==> src/rtl/fetch_prefetch_queue.sv <==
// Instruction prefetch queue sitting in front of the fetch stage.
// Streams sequential word requests to a variable-latency instruction memory,
// buffers {instruction, pc} pairs in a small FIFO and hands them to fetch
// through a valid/ready handshake. A redirect flushes the queue and restarts
// fetching at the new PC; a request already on the bus when the redirect
// arrives is allowed to complete, and its data is dropped.
module fetch_prefetch_queue #(
  parameter int          DEPTH    = 4,
  parameter logic [31:0] RESET_PC = 32'h0000_0000,
  parameter int          CNT_W    = 3
) (
  input  logic             clk,
  input  logic             rst,
  output logic             imem_req,
  output logic [31:0]      imem_addr,
  input  logic             imem_ack,
  input  logic [31:0]      imem_rdata,
  input  logic             redirect,
  input  logic [31:0]      redirect_pc,
  output logic             inst_valid,
  input  logic             inst_ready,
  output logic [31:0]      inst_out,
  output logic [31:0]      inst_pc,
  output logic [CNT_W-1:0] count
);

  localparam int PTR_W = (DEPTH > 1) ? $clog2(DEPTH) : 1;
  localparam logic [CNT_W-1:0] DEPTH_CNT = CNT_W'(DEPTH);

  typedef enum logic [1:0] {
    IDLE  = 2'd0,
    REQ   = 2'd1,
    STALE = 2'd2
  } state_t;

  state_t             state_r;
  state_t             state_next_s;
  logic [31:0]        fetch_pc_r;
  logic [31:0]        req_pc_r;
  logic               imem_req_r;
  logic [31:0]        data_mem_r [DEPTH];
  logic [31:0]        pc_mem_r   [DEPTH];
  logic [PTR_W-1:0]   rd_ptr_r;
  logic [PTR_W-1:0]   wr_ptr_r;
  logic [CNT_W-1:0]   count_r;

  logic               pop_s;
  logic               push_s;
  logic               issue_s;
  logic               space_s;
  logic [CNT_W-1:0]   count_next_s;

  // Handshake qualifiers and post-push/pop occupancy; a redirect cancels both.
  always_comb begin
    pop_s  = 1'b0;
    push_s = 1'b0;
    if (!redirect) begin
      pop_s  = (count_r != {CNT_W{1'b0}}) && inst_ready;
      push_s = (state_r == REQ) && imem_ack;
    end else begin
      pop_s  = 1'b0;
      push_s = 1'b0;
    end
    // Outstanding live request is folded in via push_s only once it lands,
    // so "space" here means a slot is still free after this cycle settles.
    count_next_s = count_r + CNT_W'(push_s) - CNT_W'(pop_s);
    space_s      = (count_next_s < DEPTH_CNT);
  end

  // Next-state selection; issue_s marks cycles that launch a new request.
  always_comb begin
    state_next_s = state_r;
    issue_s      = 1'b0;
    case (state_r)
      IDLE: begin
        if (redirect) begin
          state_next_s = IDLE;
        end else if (space_s) begin
          state_next_s = REQ;
          issue_s      = 1'b1;
        end else begin
          state_next_s = IDLE;
        end
      end
      REQ: begin
        if (redirect) begin
          state_next_s = imem_ack ? IDLE : STALE;
        end else if (imem_ack) begin
          if (space_s) begin
            state_next_s = REQ;
            issue_s      = 1'b1;
          end else begin
            state_next_s = IDLE;
          end
        end else begin
          state_next_s = REQ;
        end
      end
      STALE: begin
        if (redirect) begin
          state_next_s = imem_ack ? IDLE : STALE;
        end else if (imem_ack) begin
          state_next_s = REQ;
          issue_s      = 1'b1;
        end else begin
          state_next_s = STALE;
        end
      end
      default: begin
        state_next_s = IDLE;
        issue_s      = 1'b0;
      end
    endcase
  end

  // Request FSM: state, registered request strobe and the fetch/request PCs.
  always_ff @(posedge clk or negedge rst) begin
    if (!rst) begin
      state_r    <= IDLE;
      imem_req_r <= 1'b0;
      fetch_pc_r <= RESET_PC;
      req_pc_r   <= RESET_PC;
    end else begin
      state_r    <= state_next_s;
      imem_req_r <= (state_next_s != IDLE);
      if (redirect) begin
        fetch_pc_r <= redirect_pc & 32'hFFFF_FFFC;
      end else if (issue_s) begin
        req_pc_r   <= fetch_pc_r;
        fetch_pc_r <= fetch_pc_r + 32'd4;
      end
    end
  end

  // Queue bookkeeping: pointers wrap naturally at DEPTH, redirect empties it.
  always_ff @(posedge clk or negedge rst) begin
    if (!rst) begin
      rd_ptr_r <= {PTR_W{1'b0}};
      wr_ptr_r <= {PTR_W{1'b0}};
      count_r  <= {CNT_W{1'b0}};
    end else if (redirect) begin
      rd_ptr_r <= {PTR_W{1'b0}};
      wr_ptr_r <= {PTR_W{1'b0}};
      count_r  <= {CNT_W{1'b0}};
    end else begin
      if (push_s) begin
        wr_ptr_r <= wr_ptr_r + PTR_W'(1);
      end
      if (pop_s) begin
        rd_ptr_r <= rd_ptr_r + PTR_W'(1);
      end
      count_r <= count_next_s;
    end
  end

  // Queue storage: returned word and the PC it was fetched from.
  always_ff @(posedge clk or negedge rst) begin
    if (!rst) begin
      for (int i = 0; i < DEPTH; i++) begin
        data_mem_r[i] <= 32'h0000_0000;
        pc_mem_r[i]   <= 32'h0000_0000;
      end
    end else if (push_s) begin
      data_mem_r[wr_ptr_r] <= imem_rdata;
      pc_mem_r[wr_ptr_r]   <= req_pc_r;
    end
  end

  assign imem_req   = imem_req_r;
  assign imem_addr  = req_pc_r;
  assign inst_valid = (count_r != {CNT_W{1'b0}});
  assign inst_out   = data_mem_r[rd_ptr_r];
  assign inst_pc    = pc_mem_r[rd_ptr_r];
  assign count      = count_r;

endmodule
==> config.mk <==
export PLATFORM = sky130hd
export DESIGN_NAME = fetch_prefetch_queue
export DESIGN_NICKNAME = d
export VERILOG_FILES = /design/src/rtl/fetch_prefetch_queue.sv
export SDC_FILE = /design/constraint.sdc
export NUM_CORES = 1
export LEC_CHECK = 0
export BUFFER_PORTS_ARGS = -buffer_cell sky130_fd_sc_hd__buf_2
export CELL_PAD_IN_SITES_DETAIL_PLACEMENT = 0
export CELL_PAD_IN_SITES_GLOBAL_PLACEMENT = 1
export CORE_MARGIN = 3
export CORE_UTILIZATION = 53
export DETAILED_ROUTE_END_ITERATION = 7
export PLACE_DENSITY = 0.84
export SLEW_MARGIN = 15
export SYNTH_ARGS = -nofsm -noshare
export SYNTH_HDL_FRONTEND = slang
export SYNTH_SLANG_ARGS = --single-unit
==> constraint.sdc <==
create_clock -name clk -period 7.7 [get_ports clk]
set_input_delay 1.155 -clock clk [delete_from_list [all_inputs] [get_ports clk]]
set_output_delay 1.155 -clock clk [all_outputs]
set_load 0.05 [all_outputs]
* Word-level counts from Yosys, hierarchy flattened
Cells that the tools add are included.
** Cells by class
- Reductions and logical operators :: 10
- Equal/unequal tests :: 2
- Add/subtract/negate cells :: 5
- Muxes and demuxes :: 34
- Bitwise operators :: 3
- Magnitude comparators :: 4
** Operator list (number)
- $bwmux 128 :: 2
- $mux 32 :: 7
- $bmux 32 s2 :: 2
- $demux 32 s2 :: 1
- $add 32x3->32 const B :: 1
- $mux 2 :: 9
- $mux 1 :: 10
- $reduce_bool 2->1 :: 4
- $ge 3x3->1 const B :: 2
- $not 2->3 :: 2
- $pmux 2 s3 :: 1
- $add 2x1->2 const B :: 2
- $add 3x1->3 :: 1
- $logic_and 1x1->1 :: 3
- $lt 3x1->1 const B :: 1
- $lt 3x3->1 const B :: 1
- $mux 3 :: 1
- $pmux 1 s3 :: 1
- $reduce_bool 3->1 :: 1
- $sub 3x1->3 :: 1
- $eq 2x1->1 const B :: 1
- $eq 2x2->1 const B :: 1
- $logic_not 2->1 :: 1
- $reduce_and 2->1 :: 1
- $not 1->1 :: 1
** Word-level totals
- Logic and storage cells :: 73
- Bits of input ports :: 69
- Register bits after elaboration :: 330
- Output and inout port bits :: 101

* Logic depth before layout (Yosys ltp)
- Depth in word-level cells :: 12
- Mapped depth :: 15

* Worst setup path after synthesis
OpenSTA, ideal clock, no wires.
- Path kind :: input to register
- Start point :: in redirect
- End point :: reg fetch_pc_r[29]
- Path slack :: 3570 ps
- Required time :: 7575 ps
- Arrival time :: 4006 ps
- Stages on the path :: 14
- Library setup time :: 125 ps
- Cell sequence :: clkbuf_1 -> clkbuf_1 -> nor2_1 -> ha_1 -> inv_1 -> ha_1 -> inv_1 -> fa_1 -> xor3_2 -> a211oi_4 -> buf_6 -> o2111ai_1 -> xnor2_1 -> mux2_2
** On the way
- Cells in the longest elaborated chain, start to end :: 9
** RTL lines
- from (decl) :: line 18 : input logic redirect,
- $mux 1 :: line 57 : if (!redirect) begin
- $add 3x1->3 :: line 66 : count_next_s = count_r + CNT_W'(push_s) - CNT_W'(pop_s);
- $sub 3x1->3 :: line 66
- $lt 3x3->1 :: line 67 : space_s = (count_next_s < DEPTH_CNT);
- $mux 1 :: line 78, 89
- $mux 1 :: line 88 : end else if (imem_ack) begin
- $mux 1 :: line 86 : if (redirect) begin
- $pmux 1 s3 :: line 74 : case (state_r)
- $reduce_bool 2->1 (no source line)
- to (signal assigned) :: line 127 : fetch_pc_r <= redirect_pc & 32'hFFFF_FFFC;
- to (signal assigned) :: line 130 : fetch_pc_r <= fetch_pc_r + 32'd4;
- to (decl) :: line 38 : logic [31:0] fetch_pc_r;
Several ways; a longest one is shown, not always the timed one.
A chain may end at the register's enable or synchronous reset.

* Worst setup path in the final report
- Start point :: in imem_ack
- End point :: reg req_pc_r[19] (netlist: imem_addr[19])
** On the way
- Cells in the longest elaborated chain, start to end :: 10
** RTL lines
- from (decl) :: line 16 : input logic imem_ack,
- $logic_and 1x1->1 :: line 59 : push_s = (state_r == REQ) && imem_ack;
- $mux 1 :: line 57
- $add 3x1->3 :: line 66
- $sub 3x1->3 :: line 66
- $lt 3x3->1 :: line 67
- $mux 1 :: line 78, 89
- $mux 1 :: line 88
- $mux 1 :: line 86
- $pmux 1 s3 * :: line 74
- $reduce_and 2->1 (no source line) *
- to (signal assigned) :: line 129 : req_pc_r <= fetch_pc_r;
- to (decl) :: line 39 : logic [31:0] req_pc_r;
Every way passes the cells marked *; elsewhere a longest branch is shown, timed or not.

==> metrics.csv <==
stage,metric,value,unit
outcome,status,"complete, no violations",
sta,setup TNS,0,ns
pwr,Pwr Density,434,nW/µm²
logic_synthesis,synth warn,0,
setup_path,Worst R2R End,imem_addr[19],
route,final routed DRC violation total,0,
clocking,H-Tree Depth,2,
final_layout,Area Growth Syn to Fin,16.2,%
logic_synthesis,Synth Flop Type,dfrtp_1,
setup_path,crit path DAT,5.04,ns
floorplan,cell row count,59,
sta,Slew HR,28.5,%
sta,hold_ws,0.497,ns
place,GP Congestion,0.748,
route,first drt pass iteration count,4,
setup_path,Most common cell on crit path,inv_1,
sta,final setup vio count,0,
floorplan,CORE AREA,26100,µm²
floorplan,Die Height,169,µm
clocking,number of post-CTS setup repair buffers,0,
logic_synthesis,Synth Register Bits,318,
final_layout,most frequent cells in the layout,"dfrtp_1, mux2_2, buf_2",
setup_path,Worst Reg-to-Reg Cells,15,
logic_synthesis,post-synthesis sequential area ratio,56.5,%
logic_synthesis,"Avg Cell Area, Syn",15.5,µm²
final_layout,area of the multi-input gates,5840,µm²
logic_synthesis,distinct cell type count after synthesis,40,
clocking,Worst-Skew Late Latency,0.50,ns
global_route,number of global-route vias before repair,8693,
route,vias per cell,5.71,
clocking,number of clock sinks,318,
logic_synthesis,top cell type's share of synthesized area,56.5,%
final_layout,"commonest non-fill, non-tap cell in the layout",dfrtp_1,
sta,endpoints failing hold,0,
route,antenna-violating nets left,0,
floorplan,# IOs,170,
global_route,largest net degree at the start of global routing,174,
hold_path,Hold Path Class,reg -> reg,
floorplan,overall die width,169,µm
global_route,gr usage total,20.6,%
logic_synthesis,top post-synthesis cells by area,"dfrtp_1, mux2_2, mux4_2",
route,routed wire length,28.7,mm
logic_synthesis,Post-synth EDFFs,0,
clocking,root buf cell,clkbuf_16,
final_layout,Seq. cell area,7970,µm²
floorplan,starting density of the core,54.0,%
route,per-cell routed wire length,20.2,µm
setup_path,"delay-heaviest family, CP",simple AND/OR/NAND/NOR gates,
setup_path,largest fanout on the critical path,30,
pwr,Worst VDD drop,0.000340,V
setup_path,crit path cell chain,"buf_2, nand2_1, nor2_1, inv_1, ha_1, inv_1, ha_1, inv_1, fa_1, xor3_2, a211oi_4, buf_4, nor2_4, nor2_4, mux2_2",
setup_path,"Worst Path Class, Setup",in -> reg,
final_layout,fin nets,1139,
setup_path,r2r setup slk,3.10,ns
logic_synthesis,Post-Syn Area,14100,µm²
setup_path,Worst Path Buf+Inv,5,
flow_run,max cap viols,0,
sta,final worst path period share,60.7,%
logic_synthesis,Post-Syn Instances,908,
pwr,Leakage,7.75,nW
setup_path,CP Capture Type,flop,
pwr,total power,7.10,mW
hold_path,Hold Path End,data_mem_r[36],
place,IO Port Bufs,163,
global_route,global route overflow,0,
sta,Slew Limit Fails,0,
sta,achievable frequency,0.214,GHz
clocking,TritonCTS clock tree,done,
final_layout,layout cell share with drive strength beyond 1,54.1,%
setup_path,Worst setup SP type,input pin,
clocking,CTS Buf Count,36,
sta,slew at the pin closest to its max-slew limit,1.07,ns
clocking,clk slew on worst S/H paths,0.05,ns
setup_path,critical path depth,15,
route,Iteration-0 DRC Markers,457,
final_layout,fill cell count,1993,
setup_path,CP Data Required Time,8.07,ns
clocking,cts hold-fix bufs,0,
clocking,PostCTS Resize Cnt,0,
logic_synthesis,Synth area leader,dfrtp_1,
global_route,initial antenna violation count,5,
sta,RSZ-0062 raised after global routing,false,
hold_path,hold wc startpoint,data_mem_r[36],
floorplan,Die Footprint,28500,µm²
setup_path,reg-to-reg startpoint,state_r[0],
clocking,clk buf depth,3,
place,DPL Wire Length,17.2,mm
sta,"Min Clock Period, post-route",4.67,ns
setup_path,CP max stage delay,0.71,ns
hold_path,Hold Path Stages,1,
global_route,first-pass GRT wire length,47.0,mm
setup_path,"Slowest-stage cell, CP",nor2_4,
route,routed vias,8129,
sta,Final Skew,0.0116,ns
logic_synthesis,asr flop ratio synth,100,%
[sequential cells by signal, indices dropped and copies added (netlist names)]
register and flops:
state_r 2, data_mem_r 128, wr_ptr_r 2, imem_addr 30, imem_req 1, rd_ptr_r 2, pc_mem_r 120, fetch_pc_r 30
count 3
[metrics by stage]
step | area, µm² | worst slack (ns) | cells | util (%)
after floorplan | 14100 | 3.57 | 911 | -
after detailed placement | 15100 | 2.49 | 1359 | 58.1
after CTS | 16300 | 3.01 | 1422 | 62.7
after global placement | 15100 | 2.52 | 1359 | 58.1
after global routing | 16300 | 2.77 | 1422 | 62.7
final | 16400 | 3.03 | 1423 | 62.7
[layer usage]
metal  global-route usage [%]  up-vias  wire length (µm)
li1                         -     3667                 -
met1                     28.4     4240             12700
met2                     33.9      161             13800
met3                     4.16       51              1530
met4                     5.16       10               550
met5                        0        -                68
[worst register-to-register path: stages, from the launching register on]
cell      delay (ns)
dfrtp_1         0.42
nor2b_1         0.27
nand2_1         0.14
nor2_1          0.60
inv_1           0.11
ha_1            0.31
inv_1           0.05
ha_1            0.12
inv_1           0.05
fa_1            0.36
xor3_2          0.28
a211oi_4        0.22
buf_4           0.33
nor2_4          0.10
nor2_4          0.71
mux2_2          0.43
[where the power goes]
part	internal, mW	leakage [nW]	switching [mW]
Combinational	1.05	3.03	1.81
Clock	1.07	0.587	0.635
Sequential	2.15	4.14	0.397
[synthesized netlist by cell type (all sizes together) (2+ instances only)]
cell type,instances
xnor2,12
buf,21
or3,2
mux4,62
o2111ai,13
nand2,29
and3,2
inv,11
xor2,18
mux2,288
clkbuf,35
and2,3
o21ai,26
o211ai,8
nor3,2
nand3,10
nor4,4
nor2b,3
nand4,5
nor2,18
dfrtp,318
ha,7
a21oi,3
[cells by family after synthesis]
group / count (synthesis) / synth area share (%)
muxes: 351 / 33.0
DFF: 318 / 56.5
and+or+nand+nor: 79 / 2.83
buffers and inverters: 67 / 2.25
AOI/OAI and AO/OA: 53 / 2.50
xor gates and xnor gates: 31 / 2.04
adders and majority gates: 8 / 0.765
other: 1 / 0.0266
[area by class of cell]
cell class / count / area share [%]
Timing Repair Buffer: 169 / 5.40
Inverter: 11 / 0.253
Tap cell: 335 / 2.56
Clock buffer: 56 / 6.65
Sequential cell: 318 / 48.7
Antenna cell: 1 / 0.0153
Multi-Input combinational cell: 526 / 35.7
Clock inverter: 7 / 0.689
[how the worst max path moves through the flow]
stage | start | endpoint | slack (ns)
after global routing | imem_ack | imem_addr[19] | 2.77
after detailed placement | imem_ack | imem_addr[19] | 2.49
after floorplan | redirect | fetch_pc_r[29] | 3.57
final | imem_ack | imem_addr[19] | 3.03
after global placement | imem_ack | imem_addr[15] | 2.52
after CTS | imem_ack | imem_addr[19] | 3.01
Power figures use the tool's default switching activity.
